## src/rtl/vx_commit_pkg.sv

```systemverilog
// Shared types and width helpers for the vx_commit_arb commit stage.
package vx_commit_pkg;

  localparam int unsigned CFG_NUM_CH      = 7;
  localparam int unsigned CFG_NUM_THREADS = 4;
  localparam int unsigned CFG_NUM_WARPS   = 4;
  localparam int unsigned CFG_XLEN        = 32;
  localparam int unsigned CFG_NR_BITS     = 5;
  localparam int unsigned CFG_CNT_W       = 64;

  function automatic int unsigned calc_wid_w(input int unsigned num_warps);
    return (num_warps > 1) ? $clog2(num_warps) : 1;
  endfunction

  function automatic int unsigned calc_size_w(input int unsigned num_ch,
                                              input int unsigned num_threads);
    return $clog2(num_ch * num_threads + 1);
  endfunction

  localparam int unsigned CFG_WID_W = calc_wid_w(CFG_NUM_WARPS);

  // One writeback payload, sized by the core configuration above.
  typedef struct packed {
    logic [CFG_WID_W-1:0]                wid;
    logic [CFG_NUM_THREADS-1:0]          tmask;
    logic [CFG_NR_BITS-1:0]              rd;
    logic [CFG_NUM_THREADS*CFG_XLEN-1:0] data;
  } commit_req_t;

endpackage

```

## src/rtl/vx_commit_arb_if.sv

```systemverilog
// Commit channel, writeback and commit-report signals of vx_commit_arb.
interface vx_commit_arb_if #(
  parameter int unsigned NUM_CH      = vx_commit_pkg::CFG_NUM_CH,
  parameter int unsigned NUM_THREADS = vx_commit_pkg::CFG_NUM_THREADS,
  parameter int unsigned NUM_WARPS   = vx_commit_pkg::CFG_NUM_WARPS,
  parameter int unsigned XLEN        = vx_commit_pkg::CFG_XLEN,
  parameter int unsigned NR_BITS     = vx_commit_pkg::CFG_NR_BITS,
  parameter int unsigned CNT_W       = vx_commit_pkg::CFG_CNT_W
);
  localparam int unsigned WID_W  = vx_commit_pkg::calc_wid_w(NUM_WARPS);
  localparam int unsigned SIZE_W = vx_commit_pkg::calc_size_w(NUM_CH, NUM_THREADS);

  logic [NUM_CH-1:0]                  ch_valid;
  logic [NUM_CH-1:0]                  ch_ready;
  logic [NUM_CH-1:0]                  ch_wb;
  logic [NUM_CH*WID_W-1:0]            ch_wid;
  logic [NUM_CH*NUM_THREADS-1:0]      ch_tmask;
  logic [NUM_CH*NR_BITS-1:0]          ch_rd;
  logic [NUM_CH*NUM_THREADS*XLEN-1:0] ch_data;

  logic                        wb_valid;
  logic                        wb_ready;
  logic [WID_W-1:0]            wb_wid;
  logic [NUM_THREADS-1:0]      wb_tmask;
  logic [NR_BITS-1:0]          wb_rd;
  logic [NUM_THREADS*XLEN-1:0] wb_data;

  logic              cmt_valid;
  logic [SIZE_W-1:0] cmt_size;
  logic [CNT_W-1:0]  perf_instrs;
  logic [CNT_W-1:0]  perf_threads;

  modport master (
    output ch_valid, ch_wb, ch_wid, ch_tmask, ch_rd, ch_data, wb_ready,
    input  ch_ready, wb_valid, wb_wid, wb_tmask, wb_rd, wb_data,
    input  cmt_valid, cmt_size, perf_instrs, perf_threads
  );

  modport slave (
    input  ch_valid, ch_wb, ch_wid, ch_tmask, ch_rd, ch_data, wb_ready,
    output ch_ready, wb_valid, wb_wid, wb_tmask, wb_rd, wb_data,
    output cmt_valid, cmt_size, perf_instrs, perf_threads
  );

endinterface

```

## src/rtl/vx_rr_arbiter.sv

```systemverilog
// Round-robin arbiter: lowest requesting index at or above the pointer wins.
module vx_rr_arbiter #(
  parameter int unsigned N    = 7,
  localparam int unsigned IdxW = (N > 1) ? $clog2(N) : 1
) (
  input  logic            clk_i,
  input  logic            rst_ni,
  input  logic [N-1:0]    req_i,
  input  logic            advance_i,
  output logic [N-1:0]    grant_o,
  output logic [IdxW-1:0] idx_o
);

  logic [IdxW-1:0] ptr_q, ptr_d;

  always_comb begin
    int unsigned j;
    logic found;
    grant_o = '0;
    idx_o   = '0;
    found   = 1'b0;
    j       = 0;
    for (int unsigned i = 0; i < N; i++) begin
      j = 32'(ptr_q) + i;
      if (j >= N) j = j - N;
      if (!found && req_i[j]) begin
        found      = 1'b1;
        grant_o[j] = 1'b1;
        idx_o      = IdxW'(j);
      end
    end
  end

  // advance_i is only raised with a live grant, so idx_o is meaningful here.
  always_comb begin
    ptr_d = ptr_q;
    if (advance_i) begin
      ptr_d = (32'(idx_o) == N - 1) ? '0 : idx_o + 1'b1;
    end
  end

  always_ff @(posedge clk_i or negedge rst_ni) begin
    if (!rst_ni) ptr_q <= '0;
    else         ptr_q <= ptr_d;
  end

endmodule

```

## src/rtl/vx_commit_arb.sv

```systemverilog
// Commit stage: round-robin writeback arbitration plus committed-thread reporting.
// Optional counters under VX_COMMIT_PERF_EN; otherwise perf ports are tied to 0.
module vx_commit_arb
  import vx_commit_pkg::*;
#(
  parameter int unsigned NUM_CH      = CFG_NUM_CH,
  parameter int unsigned NUM_THREADS = CFG_NUM_THREADS,
  parameter int unsigned NUM_WARPS   = CFG_NUM_WARPS,
  parameter int unsigned XLEN        = CFG_XLEN,
  parameter int unsigned NR_BITS     = CFG_NR_BITS,
  parameter int unsigned CNT_W       = CFG_CNT_W
) (
  input logic            clk,
  input logic            reset,
  vx_commit_arb_if.slave bus
);

  localparam int unsigned WID_W  = calc_wid_w(NUM_WARPS);
  localparam int unsigned SIZE_W = calc_size_w(NUM_CH, NUM_THREADS);
  localparam int unsigned IDX_W  = (NUM_CH > 1) ? $clog2(NUM_CH) : 1;
  localparam int unsigned DW     = NUM_THREADS * XLEN;

  logic [NUM_CH-1:0] wr_req, grant, ch_ready, fire;
  logic [IDX_W-1:0]  grant_idx;
  logic              out_free, load;

  commit_req_t       sel_req, wb_q, wb_d;
  logic              wb_valid_q, wb_valid_d;
  logic              cmt_valid_q, cmt_valid_d;
  logic [SIZE_W-1:0] cmt_size_q, cmt_size_d;

  assign wr_req   = bus.ch_valid & bus.ch_wb;
  assign out_free = ~wb_valid_q | bus.wb_ready;
  assign load     = (|grant) & out_free;

  vx_rr_arbiter #(
    .N (NUM_CH)
  ) u_arb (
    .clk_i     (clk),
    .rst_ni    (reset),
    .req_i     (wr_req),
    .advance_i (load),
    .grant_o   (grant),
    .idx_o     (grant_idx)
  );

  // Non-writing channels never contend; writers need the grant and a free slot.
  always_comb begin
    ch_ready = '0;
    for (int unsigned i = 0; i < NUM_CH; i++) begin
      ch_ready[i] = bus.ch_wb[i] ? (grant[i] & out_free) : 1'b1;
    end
  end

  assign bus.ch_ready = ch_ready;
  assign fire         = bus.ch_valid & ch_ready;

  always_comb begin
    sel_req       = '0;
    sel_req.wid   = bus.ch_wid[32'(grant_idx) * WID_W +: WID_W];
    sel_req.tmask = bus.ch_tmask[32'(grant_idx) * NUM_THREADS +: NUM_THREADS];
    sel_req.rd    = bus.ch_rd[32'(grant_idx) * NR_BITS +: NR_BITS];
    sel_req.data  = bus.ch_data[32'(grant_idx) * DW +: DW];
  end

  always_comb begin
    cmt_size_d = '0;
    for (int unsigned i = 0; i < NUM_CH; i++) begin
      if (fire[i]) begin
        cmt_size_d = cmt_size_d
                   + SIZE_W'($countones(bus.ch_tmask[i*NUM_THREADS +: NUM_THREADS]));
      end
    end
    cmt_valid_d = |fire;
  end

  // A new load wins over a drain, so back-to-back writebacks stream at full rate.
  always_comb begin
    wb_valid_d = load | (wb_valid_q & ~bus.wb_ready);
    wb_d       = load ? sel_req : wb_q;
  end

  always_ff @(posedge clk or negedge reset) begin
    if (!reset) begin
      wb_valid_q  <= 1'b0;
      wb_q        <= '0;
      cmt_valid_q <= 1'b0;
      cmt_size_q  <= '0;
    end else begin
      wb_valid_q  <= wb_valid_d;
      wb_q        <= wb_d;
      cmt_valid_q <= cmt_valid_d;
      cmt_size_q  <= cmt_size_d;
    end
  end

  assign bus.wb_valid  = wb_valid_q;
  assign bus.wb_wid    = wb_q.wid;
  assign bus.wb_tmask  = wb_q.tmask;
  assign bus.wb_rd     = wb_q.rd;
  assign bus.wb_data   = wb_q.data;
  assign bus.cmt_valid = cmt_valid_q;
  assign bus.cmt_size  = cmt_size_q;

`ifdef VX_COMMIT_PERF_EN
  logic [CNT_W-1:0] perf_instrs_q, perf_instrs_d;
  logic [CNT_W-1:0] perf_threads_q, perf_threads_d;

  always_comb begin
    perf_instrs_d  = perf_instrs_q + CNT_W'($countones(fire));
    perf_threads_d = perf_threads_q + CNT_W'(cmt_size_d);
  end

  always_ff @(posedge clk or negedge reset) begin
    if (!reset) begin
      perf_instrs_q  <= '0;
      perf_threads_q <= '0;
    end else begin
      perf_instrs_q  <= perf_instrs_d;
      perf_threads_q <= perf_threads_d;
    end
  end

  assign bus.perf_instrs  = perf_instrs_q;
  assign bus.perf_threads = perf_threads_q;
`else
  assign bus.perf_instrs  = {CNT_W{1'b0}};
  assign bus.perf_threads = {CNT_W{1'b0}};
`endif

endmodule

```

## src/flat_wrapper.sv

```systemverilog
// flat-port wrapper written by rule: the top's interface ports become plain ports
module vx_commit_arb_flat import vx_commit_pkg::*;
#(
  parameter int unsigned NUM_CH      = CFG_NUM_CH,
  parameter int unsigned NUM_THREADS = CFG_NUM_THREADS,
  parameter int unsigned NUM_WARPS   = CFG_NUM_WARPS,
  parameter int unsigned XLEN        = CFG_XLEN,
  parameter int unsigned NR_BITS     = CFG_NR_BITS,
  parameter int unsigned CNT_W       = CFG_CNT_W
)
  (clk, reset, bus_ch_valid, bus_ch_wb, bus_ch_wid, bus_ch_tmask, bus_ch_rd, bus_ch_data, bus_wb_ready, bus_ch_ready, bus_wb_valid, bus_wb_wid, bus_wb_tmask, bus_wb_rd, bus_wb_data, bus_cmt_valid, bus_cmt_size, bus_perf_instrs, bus_perf_threads);
  vx_commit_arb_if #(.NUM_CH(NUM_CH), .NUM_THREADS(NUM_THREADS), .NUM_WARPS(NUM_WARPS), .XLEN(XLEN), .NR_BITS(NR_BITS), .CNT_W(CNT_W)) bus_i ();
  input logic clk;
  input logic reset;
  input wire logic [$bits(bus_i.ch_valid)-1:0] bus_ch_valid;
  input wire logic [$bits(bus_i.ch_wb)-1:0] bus_ch_wb;
  input wire logic [$bits(bus_i.ch_wid)-1:0] bus_ch_wid;
  input wire logic [$bits(bus_i.ch_tmask)-1:0] bus_ch_tmask;
  input wire logic [$bits(bus_i.ch_rd)-1:0] bus_ch_rd;
  input wire logic [$bits(bus_i.ch_data)-1:0] bus_ch_data;
  input wire logic [$bits(bus_i.wb_ready)-1:0] bus_wb_ready;
  output wire logic [$bits(bus_i.ch_ready)-1:0] bus_ch_ready;
  output wire logic [$bits(bus_i.wb_valid)-1:0] bus_wb_valid;
  output wire logic [$bits(bus_i.wb_wid)-1:0] bus_wb_wid;
  output wire logic [$bits(bus_i.wb_tmask)-1:0] bus_wb_tmask;
  output wire logic [$bits(bus_i.wb_rd)-1:0] bus_wb_rd;
  output wire logic [$bits(bus_i.wb_data)-1:0] bus_wb_data;
  output wire logic [$bits(bus_i.cmt_valid)-1:0] bus_cmt_valid;
  output wire logic [$bits(bus_i.cmt_size)-1:0] bus_cmt_size;
  output wire logic [$bits(bus_i.perf_instrs)-1:0] bus_perf_instrs;
  output wire logic [$bits(bus_i.perf_threads)-1:0] bus_perf_threads;
  assign bus_i.ch_valid = bus_ch_valid;
  assign bus_i.ch_wb = bus_ch_wb;
  assign bus_i.ch_wid = bus_ch_wid;
  assign bus_i.ch_tmask = bus_ch_tmask;
  assign bus_i.ch_rd = bus_ch_rd;
  assign bus_i.ch_data = bus_ch_data;
  assign bus_i.wb_ready = bus_wb_ready;
  assign bus_ch_ready = bus_i.ch_ready;
  assign bus_wb_valid = bus_i.wb_valid;
  assign bus_wb_wid = bus_i.wb_wid;
  assign bus_wb_tmask = bus_i.wb_tmask;
  assign bus_wb_rd = bus_i.wb_rd;
  assign bus_wb_data = bus_i.wb_data;
  assign bus_cmt_valid = bus_i.cmt_valid;
  assign bus_cmt_size = bus_i.cmt_size;
  assign bus_perf_instrs = bus_i.perf_instrs;
  assign bus_perf_threads = bus_i.perf_threads;
  vx_commit_arb #(.NUM_CH(NUM_CH), .NUM_THREADS(NUM_THREADS), .NUM_WARPS(NUM_WARPS), .XLEN(XLEN), .NR_BITS(NR_BITS), .CNT_W(CNT_W)) u_core (.clk(clk), .reset(reset), .bus(bus_i));
endmodule
```

## config.mk

```make
export PLATFORM = sky130hd
export DESIGN_NAME = vx_commit_arb_flat
export DESIGN_NICKNAME = d
export VERILOG_FILES = /design/src/rtl/vx_commit_pkg.sv /design/src/rtl/vx_commit_arb_if.sv /design/src/rtl/vx_rr_arbiter.sv /design/src/rtl/vx_commit_arb.sv /design/src/flat_wrapper.sv
export SDC_FILE = /design/constraint.sdc
export NUM_CORES = 1
export LEC_CHECK = 0
export BUFFER_PORTS_ARGS = -buffer_cell sky130_fd_sc_hd__clkbuf_2
export CAP_MARGIN = 20
export CORE_AREA = 5 5 485 487
export DETAILED_ROUTE_END_ITERATION = 6
export DIE_AREA = 0 0 490 492
export MAX_ROUTING_LAYER = met4
export PLACE_DENSITY_LB_ADDON = 0.3
export SETUP_SLACK_MARGIN = 0.15
export SYNTH_ARGS = -nofsm -noshare
export SYNTH_HDL_FRONTEND = slang
export SYNTH_SLANG_ARGS = --single-unit
```

## constraint.sdc

```tcl
create_clock -name clk -period 33.1 [get_ports clk]
set_clock_uncertainty 0.15 [all_clocks]
set_input_delay 1.655 -clock clk [delete_from_list [all_inputs] [get_ports clk]]
set_output_delay 1.655 -clock clk [all_outputs]
set_load 0.005 [all_outputs]
```

==> reports/qor.json <==
{
  "synth_top_cells_by_area": "nand2_1, dfrtp_1, a21oi_1, buf_4, a211oi_1",
  "run_status": "finished, final reports clean",
  "avgSynthCellArea_sq_um": 6.37,
  "clkLatencyLatePin_ps": 540,
  "n_fill_cell": 27300,
  "cts_max_path_buffers": 2,
  "core.rowCount": 177,
  "layout-area-overhead-vs-synth_pct": 51.1,
  "antenna_found_initial": 93,
  "post_drt_via_cell_ratio": 3.61,
  "chipWidth_um": 490,
  "first_pass_grt_wire_length_mm": 231,
  "crit_arrival_ps": 13140,
  "netlist_instances": 2868,
  "yosys_most_used_dff": "dfrtp_1",
  "detailedRoute.firstIterationViolations": 1919,
  "routabilityCongestion": 0.937,
  "dieArea_sq_mm": 0.241,
  "cp-start-kind": "register",
  "post-synth-top-area-cell": "nand2_1",
  "sequential_area_share_after_synthesis": 0.204,
  "effective_utilization_at_floorplan": 0.0791,
  "timing.critical_path.to_type": "register",
  "slew_violations": 0,
  "totalWireLength_mm": 177,
  "h_tree_levels": 4,
  "area_of_the_core_sq_mm": 0.231,
  "max_cap_violations": 0,
  "max_stage_delay_ps": 850,
  "post_cts_resized": 0,
  "max_slew.worst_pin.slew_ps": 1160,
  "yosysUniqueCellTypes": 94,
  "dpl_worst_slack_ps": 20270,
  "synth.top_cell.area_share": 0.208,
  "root_driver": "clkbuf_16",
  "clock_sink_count": 149,
  "fin_nets": 4897,
  "grtUsageTotal": 0.144,
  "number_of_detailed_routing_iterations_run_before_antenna_repair": 5,
  "syn-cell-area_sq_mm": 0.0183,
  "crit_path_top_delay_cell": "fa_1",
  "path_class": "register to register",
  "synth-edff-count": 0,
  "layout-drive-gt1-share": 0.335,
  "clkSlewWorstSetupHoldPaths_ps": 80,
  "post-route-min-period_ps": 12890,
  "worst-endpoint-required_ps": 33350,
  "post_drt_wl_per_cell_um": 25.5,
  "tritoncts_clock_tree": "done",
  "report.final.setup_viol": 0,
  "drc": 0,
  "yosys_warnings": 0,
  "timing.final.hold_violations": 0,
  "tns_ps": 0,
  "rsz0062_at_grt": "false",
  "cell_seen_most_often_among_critical_path_stages": "inv_1",
  "pin_count": 1271,
  "cts_inserted_buffers": 17,
  "placed_wire_length_estimate_mm": 152,
  "ys_ff_latch": 149,
  "fin_util": 0.120,
  "cts_setup_buffers": 0,
  "synth_async_sr_flop_share": 1.00,
  "timing.final.crit_share": 0.390,
  "die_h_um": 492,
  "regToRegSetupSlack_ps": 20210,
  "setup_slack_ps": 20210,
  "route.vias.total": 25100,
  "grt_start_max_net_pins": 149,
  "min-delay-path-class": "register to register",
  "maxSlewHeadroom": 0.221,
  "fmax_mhz": 77.6,
  "grt.overflow.total": 0,
  "cts-hold-fix-buffers": 0,
  "port-buffer-count": 1142,
  "grt_pass1_vias": 24900,
  "final_antenna_net_count": 0,
  "crit_path_max_fanout": 13
}
[kinds of logic (layout without fill, tap and decap cells)]
kind of cell	Yosys count	count (layout)	synth area share
xor gates and xnor gates	18	18	0.0109
adders and majority gates	61	61	0.0500
muxes	37	37	0.0233
and+or+nand+nor	1267	1267	0.283
AOI/OAI and AO/OA	909	909	0.310
other	1	168	0.000205
DFF	149	149	0.204
buffers and inverters	426	1290	0.119
[cells in the mapped netlist, types with 27 or more instances]
cell type,instances
buf_2,48
nand2_1,1011
a31oi_1,35
buf_4,131
o21ai_0,41
buf_1,27
o31ai_1,116
clkbuf_1,163
a21oi_1,470
nand3_1,81
inv_1,53
nor2_1,70
a211oi_1,116
ha_1,41
a311oi_1,30
dfrtp_1,149
[through the flow]
| step | instance area, sq um | std cells | hold WS [ps] |
|---|---|---|---|
| after CTS | 27500 | 6902 | 334 |
| after detailed placement | 26900 | 6870 | 316 |
| after global placement | 26900 | 6869 | 310 |
| after floorplan | 18800 | 2995 | 323 |
| after global routing | 27600 | 6938 | 354 |
| final | 27600 | 6942 | 330 |
[path summary, 6_finish.rpt]
kind / from / end / depth (start not counted)
setup / recovery: u_core.u_arb.ptr_q[1]$_DFFE_PN0P_ / u_core.bus.cmt_size[4]$_DFF_PN0_ / 44
hold / removal: u_core.bus.wb_data[87]$_DFFE_PN0P_ / u_core.bus.wb_data[87]$_DFFE_PN0P_ / 2
setup reg to reg: u_core.u_arb.ptr_q[1]$_DFFE_PN0P_ / u_core.bus.cmt_size[4]$_DFF_PN0_ / 44
hold reg to reg: u_core.bus.wb_data[87]$_DFFE_PN0P_ / u_core.bus.wb_data[87]$_DFFE_PN0P_ / 2
max in group asynchronous: reset / u_core.bus.wb_data[67]$_DFFE_PN0P_ / 2
min in group asynchronous: reset / u_core.bus.cmt_valid$_DFF_PN0_ / 1
[area by class of cell]
class,instances,area (sq um),share of cell area
well taps,3043,3810,0.138
multi-input cells,2420,13000,0.470
diodes,40,100,0.00362
clock buffers,19,443,0.0160
clock inverters,13,140,0.00507
flip-flops and latches,149,3730,0.135
inverters,54,203,0.00734
repair buffers,1204,6210,0.225
[flip-flops by register name, summed over array words and instances (netlist names)]
signal and cells:
u_core.bus.wb_data 128, u_core.bus.cmt_size 5, u_core.bus.wb_rd 5, u_core.bus.wb_tmask 4, u_core.u_arb.ptr_q 3, u_core.bus.wb_wid 2
u_core.bus.cmt_valid 1, u_core.bus.wb_valid 1
[layer usage]
layer	vias up	routed length (um)	global-route usage
met5	-	0	-
met3	152	13800	0.0441
li1	11700	-	-
met2	1269	84200	0.237
met1	11900	75200	0.175
met4	0	3430	0.0283
[critical path, delay by kind of cell (launching register included)]
family                   cells  cell delay [ps]
adder cells (fa/ha/maj)     14             5200
AO/OA/AOI/OAI               12             3830
AND/OR/NAND/NOR              7             1420
buffers and inverters        9             1170
flip-flops                   1              580
multiplexers                 1              290
XOR/XNOR                     1              110
[placed cells by master, fill, tap and decap left out, types with 17 or more instances in the layout]
cell / synthesis / routed
nand3_1: 81 / 80
o31ai_1: 116 / 116
fa_1: 20 / 20
clkbuf_16: 0 / 17
conb_1: 1 / 128
a21oi_1: 470 / 470
inv_1: 53 / 53
a31oi_1: 35 / 35
mux2i_1: 23 / 23
buf_4: 131 / 59
nand2_1: 1011 / 1011
dfrtp_1: 149 / 149
ha_1: 41 / 41
o21ai_0: 41 / 41
nor3_1: 18 / 18
a211oi_1: 116 / 108
nor2_1: 70 / 70
diode_2: 0 / 40
clkbuf_2: 0 / 1141
a311oi_1: 30 / 29
Power is not shown: default switching activity piles up to over one toggle a cycle in this logic, so the estimate is an artifact.
